--- config.mk ---
export PLATFORM = sky130hd
export DESIGN_NAME = huffman_stream_ctrl
export DESIGN_NICKNAME = d
export VERILOG_FILES = /design/src/rtl/huffman_stream_ctrl.sv
export SDC_FILE = /design/constraint.sdc
export NUM_CORES = 1
export LEC_CHECK = 0
export ABC_AREA = 1
export CORE_UTILIZATION = 59
export CTS_BUF_LIST = sky130_fd_sc_hd__clkbuf_16
export DETAILED_ROUTE_END_ITERATION = 12
export PLACE_DENSITY = 0.92
export REMOVE_ABC_BUFFERS = 1
export SYNTH_ARGS = -nofsm -noshare
export SYNTH_HDL_FRONTEND = slang
export SYNTH_SLANG_ARGS = --single-unit
--- constraint.sdc ---
create_clock -name clk -period 5.1 [get_ports clk]
set_clock_uncertainty 0.15 [all_clocks]
set_input_delay 1.02 -clock clk [delete_from_list [all_inputs] [get_ports clk]]
set_output_delay 1.02 -clock clk [all_outputs]
set_load 0.01 [all_outputs]
--- src/rtl/huffman_stream_ctrl.sv ---
// Byte-stream front end for the 6-symbol Huffman code (A=0,B=101,C=100,D=111,E=1101,F=1100).
// Unpacks bytes MSB-first, walks the code tree one bit per step and queues symbols in a FIFO.
module huffman_stream_ctrl #(
    parameter int unsigned FIFO_DEPTH = 4
) (
    input  logic       clk,
    input  logic       reset,
    input  logic       in_valid,
    output logic       in_ready,
    input  logic [7:0] in_data,
    input  logic       in_last,
    input  logic [3:0] in_nbits,
    output logic       sym_valid,
    input  logic       sym_ready,
    output logic [2:0] sym,
    output logic       sym_last,
    output logic       err,
    output logic       busy
);
    localparam int unsigned AW = $clog2(FIFO_DEPTH);
    localparam logic [AW:0] DEPTH_C = (AW + 1)'(FIFO_DEPTH);

    typedef enum logic [1:0] {IDLE, SHIFT, END} ctrl_t;
    typedef enum logic [2:0] {ROOT, N1, N10, N11, N110} tree_t;

    ctrl_t       state, state_nxt;
    tree_t       tree, tree_nxt;
    logic [7:0]  shreg;
    logic [3:0]  bits_left;
    logic        last_f;
    logic [3:0]  mem [FIFO_DEPTH];
    logic [AW-1:0] wr_ptr, rd_ptr;
    logic [AW:0] count;
    logic [3:0]  head;
    logic [3:0]  nb_eff;
    logic [2:0]  code;
    logic        emit, step, push, pop, bit_in, final_bit;

    assign bit_in    = shreg[7];
    assign step      = (state == SHIFT) && (count != DEPTH_C);
    assign push      = step && emit;
    assign pop       = sym_valid && sym_ready;
    assign final_bit = (bits_left == 4'd1);
    assign nb_eff    = ((in_nbits == 4'd0) || (in_nbits > 4'd8)) ? 4'd8 : in_nbits;

    assign head      = mem[rd_ptr];
    assign in_ready  = (state == IDLE);
    assign sym_valid = (count != '0);
    assign sym       = sym_valid ? head[3:1] : '0;
    assign sym_last  = sym_valid & head[0];
    assign busy      = (state != IDLE) || (count != '0);

    always_comb begin
        tree_nxt = tree;
        emit     = 1'b0;
        code     = '0;
        case (tree)
            ROOT: begin
                if (bit_in) begin
                    tree_nxt = N1;
                end else begin
                    emit = 1'b1;
                    code = 3'd1;
                end
            end
            N1:   tree_nxt = bit_in ? N11 : N10;
            N10: begin
                emit     = 1'b1;
                code     = bit_in ? 3'd2 : 3'd3;
                tree_nxt = ROOT;
            end
            N11: begin
                if (bit_in) begin
                    emit     = 1'b1;
                    code     = 3'd4;
                    tree_nxt = ROOT;
                end else begin
                    tree_nxt = N110;
                end
            end
            N110: begin
                emit     = 1'b1;
                code     = bit_in ? 3'd5 : 3'd6;
                tree_nxt = ROOT;
            end
            default: tree_nxt = ROOT;
        endcase
    end

    always_comb begin
        state_nxt = state;
        case (state)
            IDLE:    if (in_valid) state_nxt = SHIFT;
            SHIFT:   if (step && final_bit) state_nxt = last_f ? END : IDLE;
            END:     state_nxt = IDLE;
            default: state_nxt = IDLE;
        endcase
    end

    always_ff @(posedge clk or posedge reset) begin
        if (reset) begin
            state     <= IDLE;
            tree      <= ROOT;
            shreg     <= '0;
            bits_left <= '0;
            last_f    <= 1'b0;
            err       <= 1'b0;
            wr_ptr    <= '0;
            rd_ptr    <= '0;
            count     <= '0;
        end else begin
            state <= state_nxt;
            case (state)
                IDLE: begin
                    if (in_valid) begin
                        shreg     <= in_data;
                        bits_left <= in_last ? nb_eff : 4'd8;
                        last_f    <= in_last;
                        err       <= 1'b0;
                    end
                end
                SHIFT: begin
                    if (step) begin
                        shreg     <= {shreg[6:0], 1'b0};
                        bits_left <= bits_left - 4'd1;
                        tree      <= tree_nxt;
                    end
                end
                END: begin
                    // A packet that ends inside a codeword drops the partial symbol.
                    if (tree != ROOT) begin
                        err  <= 1'b1;
                        tree <= ROOT;
                    end
                end
                default: ;
            endcase
            if (push) wr_ptr <= wr_ptr + 1'b1;
            if (pop)  rd_ptr <= rd_ptr + 1'b1;
            count <= count + (AW + 1)'(push) - (AW + 1)'(pop);
        end
    end

    always_ff @(posedge clk) begin
        if (push) mem[wr_ptr] <= {code, last_f & final_bit};
    end
endmodule
-- Word-level counts from Yosys, hierarchy flattened
Memory sizes are Yosys's and may differ from the RTL's.
Cells that the tools add are included.
- flip-flop bits (word level): 26
- RAM bits: 16
- input bits: 17
- output and inout bits: 8
- logic and storage cells: 85
- memories: 1
- add/sub/neg operators: 5
- order comparisons: 1
- equal/unequal tests: 13
- mux-type cells: 33
- bitwise logic cells: 2
- reduce and logical (&&, ||, !) cells: 21
- memories (name ; words ; width ; read ports ; clocked after Yosys merged registers in ; write ports ; RTL line ; source):
    mem ; 4 ; 4 ; 1 ; 0 ; 1 ; 31 ; logic [3:0] mem [FIFO_DEPTH];
- operator list (operator ; number):
    2-to-1 mux 3 bit ; 6
    2-to-1 mux 4 bit ; 4
    2-to-1 mux 8 bit ; 2
    case mux 8 bit (2 select lines) ; 1
    case mux 3 bit (4 select lines) ; 1
    2-to-1 mux 1 bit ; 9
    case mux 3 bit (3 select lines) ; 1
    2-to-1 mux 2 bit ; 4
    case mux 4 bit (2 select lines) ; 1
    nonzero test 2 bit ; 4
    equality test 3 x 2 -> 1 bit, second input constant ; 2
    != test 2 bit, second input constant ; 3
    != test 3 bit, second input constant ; 2
    case mux 3 bit (2 select lines) ; 1
    AND reduction 3 bit ; 2
    nonzero test 3 bit ; 2
    adder 2 x 1 -> 2 bit, second input constant ; 2
    equality test 4 x 1 -> 1 bit, second input constant ; 1
    greater-than comparator 4 bit, second input constant ; 1
    logical AND 1 bit ; 4
    logical NOT 4 bit ; 1
    case mux 2 bit (2 select lines) ; 1
    AND reduction 2 bit ; 2
    AND reduction 4 bit ; 1
    15 further kinds ; 17

-- Depth between registers and ports, before layout
- depth in word-level cells: 6
- depth in mapped cells: 11
- gate-level depth less buffers: 11

-- Least setup slack after synthesis
No wires, ideal clock.
- path kind: input-to-reg
- start point: input port sym_ready
- end point: register count[2]
- setup time: 0.129 ns
- arrival: 2.138 ns
- required time: 4.821 ns
- path slack: 2.683 ns
- stages: 7
- path buffers: 0
- cells stage by stage: inv_1 -> nor2_1 -> ha_1 -> inv_1 -> ha_1 -> fa_1 -> xor2_1
- longest elaborated chain between the ends: 2
- ends and longest elaborated chain (what ; RTL line ; source):
    start, declared ; 14 ; input logic sym_ready,
    logical AND 1 bit ; 42 ; assign pop = sym_valid && sym_ready;
    named net pop ; 37 ; logic emit, step, push, pop, bit_in, final_bit;
    subtractor 3 x 1 -> 3 bit ; 140 ; count <= count + (AW + 1)'(push) - (AW + 1)'(pop);
    end signal, assigned ; 140 ;
    end, declared ; 33 ; logic [AW:0] count;
The timed path passes the listed nets, and every way through them passes these cells.
A chain may end at the register's enable or synchronous reset.

-- Worst setup path in the final report
- start point: register rd_ptr[0]
- end point: output port sym[0]
- longest elaborated chain between the ends: 2
- ends and longest elaborated chain (what ; RTL line ; source):
    start, declared ; 32 ; logic [AW-1:0] wr_ptr, rd_ptr;
    start signal, assigned ; 139 ; if (pop) rd_ptr <= rd_ptr + 1'b1;
    memory (4 x 4 bit) ; n/a ;
    2-to-1 mux 3 bit ; 49 ; assign sym = sym_valid ? head[3:1] : '0;
    end, declared ; 15 ; output logic [2:0] sym,
Every way passes these cells.

==> impl_metrics.tcl <==
set metrics [dict create \
    status "finished, final reports clean" \
    fp.dieW_um 62.4 \
    avgViaCountPerCell 5.24 \
    timing_max_transition_violations_final 0 \
    cpMostUsedCell "sky130_fd_sc_hd__nor2_1" \
    wl_met3_um 176 \
    numClockSinks 42 \
    total_setup_violations_reported_at_the_end_of_the_flow 0 \
    grt_usage 0.249 \
    clock_latency_late_sink_ns 0.28 \
    number_of_antenna_violations_at_the_first_check_in_global_routing 0 \
    cts_hold_buf 0 \
    critical_path_start "rd_ptr[0]$_DFFE_PP0P_" \
    detailroute.wirelength.met2_mm 2.18 \
    final_core_util 0.757 \
    slew_worst_pin_ns 0.971 \
    layout_min_cycle_time_ns 3.08 \
    rsz0062_at_grt "no" \
    setup.worst_path.start_class "register" \
    final-seq-area_mm2 0.00113 \
    worst_setup_ep_type "output port" \
    critical_path.n_buffers_inverters 1 \
    max-cap-violations 0 \
    htreeDepth 2 \
    drtIter0Drc 137 \
    post_synth_edffs 16 \
    synth_area_mm2 0.00216 \
    vias 1709 \
    placer_congestion 0.907 \
    min-delay-path-class "register to register" \
    maxSlewHeadroom 0.352 \
    first_global_vias 1702 \
    multiInputGateArea_um2 848 \
    power.density_mw_per_mm2 686 \
    layout-area-overhead-vs-synth_pct 20.0 \
    congestion_overflow_gr 0 \
    critPathArrivalTime_ns 1.91 \
    place.port_buffers 24 \
    yosysSeqAreaShare 0.525 \
    dominantRegCellSynth "sky130_fd_sc_hd__dfrtp_1" \
    clock_tree_from_tritoncts "done" \
    detail_route.wirelength_mm 4.30 \
    final-hold-violation-count 0 \
    drt.antenna.violating_nets 0 \
    die_h_um 62.4 \
    n_diodes 0 \
    postCtsResizedCells 0 \
    timing.critical_path.slowest_cell_delay_ns 0.57 \
    timing.critical_path.max_delay_family "flip-flops" \
    rows 21 \
    fin_tns_setup_ns 0 \
    cp_max_fo 12 \
    wl_met1_mm 1.85 \
    regToRegStartpoint "tree[0]$_DFFE_PP0P_" \
    hold_ws_ns 0.382 \
    clkTransAtPathRegs_ns 0.06 \
    final_layout_size_suffix_gt1_frac 0.0464 \
    finalNetCount 305 \
    maxClockFrequency_mhz 324 \
    yosysWarningCount 0 \
    numCtsBuffers 5 \
    maximum_number_of_pins_on_one_net_before_global_route_repair 27 \
    cellLeakagePower_nw 1.19 \
    remaining_drc_errors 0 \
    cts_max_path_buffers 2 \
    synth_common_cells "57 x sky130_fd_sc_hd__nand2_1, 39 x sky130_fd_sc_hd__inv_1, 30 x sky130_fd_sc_hd__o21ai_0, 29 x sky130_fd_sc_hd__nor2_1, 26 x sky130_fd_sc_hd__dfrtp_1" \
    path_cells "nor2_1 > nor2_1 > o21ai_0 > a21oi_1 > clkdlybuf4s50_1" \
    global_route_wire_length_before_repair_mm 7.49 \
    fin_crit_sh 0.604 \
    synth-async-reset-ratio 0.619 \
    crit_type "register to output port" \
    cts-root-buf "sky130_fd_sc_hd__clkbuf_16" \
    yosysTopAreaCell "sky130_fd_sc_hd__dfrtp_1" \
    critPathSlowestCell "sky130_fd_sc_hd__dfrtp_1" \
    ir_worst_vdd_mv 0.491 \
    worstPathRequired_ns 3.93 \
    postSynthCellCount 253 \
    die_ar_mm2 0.00390 \
    top_layer_used "met4" \
    dp_hpwl_mm 3.01 \
    num-fill-cells 228 \
    ys_seq_elements 42 \
    wl_per_cell_um 13.2 \
    syn-mean-instance-area_um2 8.52 \
    top_level_ports 25 \
    hp-start "err$_DFFE_PP0P_" \
    fraction_of_synthesized_cell_area_taken_by_the_top_area_cell_type 0.302 \
    synth.most_common_cell "sky130_fd_sc_hd__nand2_1" \
    initial_core_util 0.631 \
    cts_setup_buffers 0 \
    synth_area_leaders "sky130_fd_sc_hd__dfrtp_1 30%, sky130_fd_sc_hd__edfxtp_1 22%, sky130_fd_sc_hd__nand2_1 9.9%, sky130_fd_sc_hd__o21ai_0 7.0%, sky130_fd_sc_hd__inv_1 6.8%" \
    drt_pre_antenna_iters 4 \
    design.core.area_mm2 0.00342 \
    ys_types 25 \
]
## flip-flops by register name, summed over array words and instances (netlist names)
name / cells
mem: 16
count: 3
last_f: 1
state: 2
rd_ptr: 2
bits_left: 4
err: 1
shreg: 8
tree: 3
wr_ptr: 2
## final cells by class
cell class,count,area share
Multi-Input combinational cell,167,0.328
Clock buffer,5,0.0484
Tap cell,46,0.0223
Sequential cell,42,0.437
Inverter,39,0.0566
Timing Repair Buffer,24,0.0929
Clock inverter,3,0.0145
## report_power, final
| group | internal [mW] | switching (mW) | total (mW) |
|---|---|---|---|
| clock network | 0.227 | 0.117 | 0.345 |
| logic | 0.307 | 0.504 | 0.810 |
| registers | 0.513 | 0.107 | 0.620 |
| total | 1.05 | 0.728 | 1.77 |
## worst register-to-register path, stage by stage (launching register included)
cell and delay [ns]:
sky130_fd_sc_hd__dfrtp_1 0.44, sky130_fd_sc_hd__nor2_1 0.31, sky130_fd_sc_hd__nand3_1 0.12, sky130_fd_sc_hd__nand3_1 0.16, sky130_fd_sc_hd__nand2_2 0.14, sky130_fd_sc_hd__ha_1 0.30
sky130_fd_sc_hd__inv_1 0.04, sky130_fd_sc_hd__ha_1 0.19, sky130_fd_sc_hd__fa_1 0.39, sky130_fd_sc_hd__xor2_1 0.17
## layout by cell type, fill, tap and decap left out
master                            instances
sky130_fd_sc_hd__a211oi_1                 1
sky130_fd_sc_hd__a21oi_1                  6
sky130_fd_sc_hd__bufinv_16                1
sky130_fd_sc_hd__clkbuf_16                5
sky130_fd_sc_hd__clkdlybuf4s50_1         24
sky130_fd_sc_hd__dfrtp_1                 26
sky130_fd_sc_hd__edfxtp_1                16
sky130_fd_sc_hd__fa_1                     1
sky130_fd_sc_hd__ha_1                     8
sky130_fd_sc_hd__inv_1                   41
sky130_fd_sc_hd__nand2_1                 57
sky130_fd_sc_hd__nand2_2                  4
sky130_fd_sc_hd__nand3_1                 14
sky130_fd_sc_hd__nand4_1                  5
sky130_fd_sc_hd__nor2_1                  29
sky130_fd_sc_hd__nor2_2                   1
sky130_fd_sc_hd__nor2_4                   1
sky130_fd_sc_hd__nor3_1                   2
sky130_fd_sc_hd__nor3_2                   1
sky130_fd_sc_hd__o211ai_1                 1
sky130_fd_sc_hd__o21ai_0                 30
sky130_fd_sc_hd__o21ai_1                  1
sky130_fd_sc_hd__o22ai_1                  1
sky130_fd_sc_hd__xnor2_1                  2
sky130_fd_sc_hd__xor2_1                   2
## through the flow
stage                     instance area [um^2]  cells  setup WS [ns]  power (mW)
final                                     2590    326           2.02        1.77
after global routing                      2590    326           1.89        1.92
after CTS                                 2590    326           2.03        1.78
after detailed placement                  2420    318           2.12        1.42
after global placement                    2420    318           2.19        1.36
after floorplan                           2130    248           2.68        1.15
## cells by family after synthesis
family                   synth area share
AO/OA/AOI/OAI                      0.0958
XOR/XNOR                           0.0163
adder cells (fa/ha/maj)            0.0557
buffers and inverters              0.0818
flip-flops                          0.525
AND/OR/NAND/NOR                     0.226
## per-layer routing
metal  track usage  up-vias
li1              -      861
met1         0.302      792
met2         0.436       44
met3        0.0401       12
met4         0.105        0
met5             0        -
## worst paths after layout
| check | end | slack, ns | cells past startpoint |
|---|---|---|---|
| max | sym[0] | 2.02 | 5 |
| max reg2reg | count[2]$_DFF_PP0_ | 2.58 | 9 |
| min reg2reg | err$_DFFE_PP0P_ | 0.38 | 2 |
| min | err$_DFFE_PP0P_ | 0.38 | 2 |
| max in group asynchronous | tree[0]$_DFFE_PP0P_ | 3.08 | 2 |
| min in group asynchronous | shreg[3]$_DFFE_PP0P_ | 1.12 | 2 |
(Power assumes the default switching activity.)
==> RTL edit 1 (config.mk and constraints unchanged) <==
The 3 values of `ctrl_t` get a one-hot encoding in 3 bits.
--- a/src/rtl/huffman_stream_ctrl.sv
+++ b/src/rtl/huffman_stream_ctrl.sv
@@ -21,5 +21,5 @@
     localparam logic [AW:0] DEPTH_C = (AW + 1)'(FIFO_DEPTH);
 
-    typedef enum logic [1:0] {IDLE, SHIFT, END} ctrl_t;
+    typedef enum logic [2:0] {IDLE = 3'b001, SHIFT = 3'b010, END = 3'b100} ctrl_t;
     typedef enum logic [2:0] {ROOT, N1, N10, N11, N110} tree_t;
 
Behaviour: same outputs for any inputs over 10 cycles, from zero or initial values and one cycle with reset high; not proved beyond that.
==> RTL edit 1 against the original RTL <==
Wire length is 10% higher; final area increased by 4.1%; sequential cell count rose by 1; combinational power shrank 9.0%; total power fell by 8.0%; first-iteration DRC count up 10%; area after synthesis grew 6.4%; setup slack worse by 0.043 ns; critical path type unchanged.
==> RTL edit 1: results (changes against the original RTL) <==
stage;metric;value;unit;change
pwr;seqPwrFrac;36.7;%;+1.8 points
global_route;met1_usage;29.1;%;-1.1 points
finish;clk_share;5.07;%;-1.2 points
worst_setup_path;path_max_fanout;11;;-1
finish;n_fill_cell;260;;+14%
global_route;grt_pass1_vias;1751;;+2.9%
yosys;ys_seq_area_share;50.4;%;-2.0 points
drt;dr_wl_met2;2.43;mm;+12%
finish;register_area;1160;um2;+2.3%
place;hpwl;3.26;mm;+8.5%
finish;nets;334;;+9.5%
drt;drtIter0Drc;151;;+10%
worst_setup_path;crit_arrival;1.96;ns;+0.05 ns
yosys;yosysUniqueCellTypes;27;;+8.0%
yosys;async_flop_share;62.8;%;+0.89 points
clocking;cts_sinks;43;;+2.4%
drt;wl_met1;2.02;mm;+9.1%
yosys;ys_top_cells_by_area;dfrtp_1 (28%), edfxtp_1 (21%), nand2_1 (17%);;
pwr;leakagePower;1.32;nW;+11%
pwr;swShare;42.3;%;+1.3 points
global_route;grt_use_met2;43.7;%;+0.070 points
status;run_status;finished, final reports clean;;
global_route;grt_util_all_layers;25.0;%;+0.14 points
pwr;p_int;943;uW;-9.9%
pwr;max-vdd-ir-drop;347;uV;-29%
worst_setup_path;crit_family;buffers and inverters;;
finish;buf_share;8.93;%;-0.36 points
global_route;grt_max_degree;28;;+3.7%
pwr;comb-power;737;uW;-9.0%
timing;relSlewSlack;31.0;%;-4.2 points
RTL edit 1: per-stage QoR:
step,utilization [%],area [um2]
floorplan,-,2250
global placement,69.3,2550
detailed placement,69.3,2550
CTS,73.0,2690
global route,73.0,2690
finish,73.0,2690
RTL edit 1: kinds of logic (layout without fill, tap and decap cells):
logic type / count (synthesis) / in the layout / share of synthesized area (%)
xor gates and xnor gates: 5 / 5 / 1.91
buffers and inverters: 40 / 67 / 7.47
AOI/OAI and AO/OA: 22 / 22 / 5.13
adders and majority gates: 9 / 9 / 5.23
and+or+nand+nor: 163 / 163 / 29.8
DFF: 43 / 43 / 50.4
RTL edit 1: final timing paths:
check,slack (ns),end,start,cells after the start
worst min register to register,0.33,shreg[6],shreg[6],2
worst min-delay path,0.33,shreg[6],shreg[6],2
max in group asynchronous,3.03,shreg[7],reset,2
worst max-delay path,1.97,sym_last,rd_ptr[0],4
min in group asynchronous,1.14,last_f,reset,2
worst max register to register,2.24,count[2],state[2],13
==> RTL edit 2 (same flow settings) <==
Made on the original files. Change the parameter `FIFO_DEPTH` from 4 to 16.
--- a/src/rtl/huffman_stream_ctrl.sv
+++ b/src/rtl/huffman_stream_ctrl.sv
@@ -2,5 +2,5 @@
 // Unpacks bytes MSB-first, walks the code tree one bit per step and queues symbols in a FIFO.
 module huffman_stream_ctrl #(
-    parameter int unsigned FIFO_DEPTH = 4
+    parameter int unsigned FIFO_DEPTH = 16
 ) (
     input  logic       clk,
Behaviour: not the same (a bounded check fails within 10 cycles, from zero or initial values and one cycle with reset high).
==> RTL edit 2 against the original RTL <==
Setup slack got worse by 0.96 ns; final area is 96% higher; fmax is 24% lower; total power up 85%; sequential cell count increased by 54; register-to-register slack worse by 0.42 ns; area after synthesis is 110% higher; wire length rose by 130%; via count increased by 99%; first-iteration DRC count up 130%; critical endpoint unchanged; highest routed layer unchanged.
==> RTL edit 2: results (changes against the original RTL) <==
stage;metric;value;unit;change
status;run_status;finished, final reports clean;;
finish;fin_cells;570;;+75%
drt;drtIter0Drc;320;;+130%
worst_hold_path;worst_hold_path.endpoint;count[0];;
yosys;synth_commonest_cells;nand2_1 (122), nand3_1 (66), edfxtp_1 (64), inv_1 (37), dfrtp_1 (32);;
drt;viasPerCell;5.96;;+14%
finish;biggestRegsByFlops;mem: 64 flops, shreg: 8 flops, count: 5 flops;;
yosys;synth_compound_gate_area_share;4.87;%;-4.7 points
clocking;clk_latency;0.34;ns;+0.06 ns
worst_hold_path;holdPathStages;1;;-1
worst_setup_path;cp_slowest_stage_delay;0.74;ns;+0.17 ns
clocking;h-tree-depth;3;;+1
yosys;synth-main-ff-cell;edfxtp_1;;
clocking;cts_made_buffers;9;;+4
worst_setup_path;crit_family;buffers and inverters;;
worst_setup_path;rrSetupSlack;2.16;ns;-0.42 ns
yosys;ys_top_cells_by_area;edfxtp_1 (43%), dfrtp_1 (18%), nand2_1 (10%);;
finish;drive_gt1_share;5.73;%;+1.1 points
global_route;grt_max_degree;34;;+26%
yosys;synth-edff-count;64;;+48
global_route;grt_util_all_layers;27.2;%;+2.3 points
pwr;max-vdd-ir-drop;304;uV;-38%
place;place_congestion;0.915;;+0.83%
place;portBuffers;24;;unchanged
yosys;async_flop_share;33.3;%;-29 points
worst_setup_path;r2r_cells;14;;+5
worst_hold_path;min_from;count[0];;
place;placed_cells_incl_taps;553;;+74%
place;dpl_cell_area;4750;um2;+96%
worst_setup_path;r2r_end;count[4];;
yosys;ys_seq_area_share;61.0;%;+8.5 points
place;post-place-ws;1.51;ns;-0.610 ns
clocking;clk_path_buf_depth;2;;unchanged
drt;routed_wl;9.81;mm;+130%
worst_setup_path;r2r-start;state[1];;
timing;tightest_slew;1.30;ns;+0.333 ns
global_route;grt_pass1_vias;3357;;+97%
finish;n_fill_cell;501;;+120%
place;hpwl;6.33;mm;+110%
drt;firstDrtPassIters;6;;+2
yosys;yosysUniqueCellTypes;28;;+12%
finish;nets;497;;+63%
yosys;synth_fa_ha_area_share;4.09;%;-1.5 points
worst_setup_path;path_max_fanout;19;;+7
==> RTL edit 2: cell types whose count changed after synthesis, sizes merged, moves of 7 or more <==
cell    unedited run  this run
buf                3        15
o21ai             31        24
nand3             14        66
nor2              31        16
nand2             61       126
nor3               3        14
edfxtp            16        64
==> RTL edit 2: area by class of cell <==
type                    count  area [um2]  share of cell area [%]
flip-flops and latches     96        2720                    53.8
clock inverters             7        72.6                    1.43
clock buffers               9         225                    4.45
repair buffers             27         267                    5.27
multi-input cells         290        1490                    29.4
well taps                  99         124                    2.45
inverters                  42         160                    3.16
==> RTL edit 2: worst max path at each step <==
stage,start,end,slack [ns],depth (start not counted)
after floorplan,rd_ptr[0],sym[0],2.29,7
after global placement,rd_ptr[1],sym[1],1.65,7
after detailed placement,rd_ptr[1],sym[0],1.51,7
after CTS,rd_ptr[1],sym[0],1.11,7
after global routing,rd_ptr[1],sym[0],0.80,7
final,rd_ptr[1],sym[0],1.06,7
==> RTL edit 2: through the flow <==
| stage | power, mW | util (%) |
|---|---|---|
| CTS | 3.26 | 69.3 |
| detailed placement | 2.58 | 65.2 |
| floorplan | 2.14 | - |
| global placement | 2.48 | 65.2 |
| finish | 3.29 | 69.4 |
| global route | 3.51 | 69.4 |
==> RTL edit 2: routing by layer <==
metal	share of wire [%]	vias up	global-route usage (%)
met5	0	-	0
met4	3.7	0	15.0
met3	7.5	45	6.37
met2	49	199	44.9
met1	39	1596	33.3
li1	-	1555	-
==> RTL edit 2: power by group <==
| part | internal, mW | leakage, nW | switching, mW |
|---|---|---|---|
| Clock | 0.381 | 0.153 | 0.288 |
| Sequential | 1.08 | 0.971 | 0.152 |
| Combinational | 0.479 | 0.967 | 0.909 |
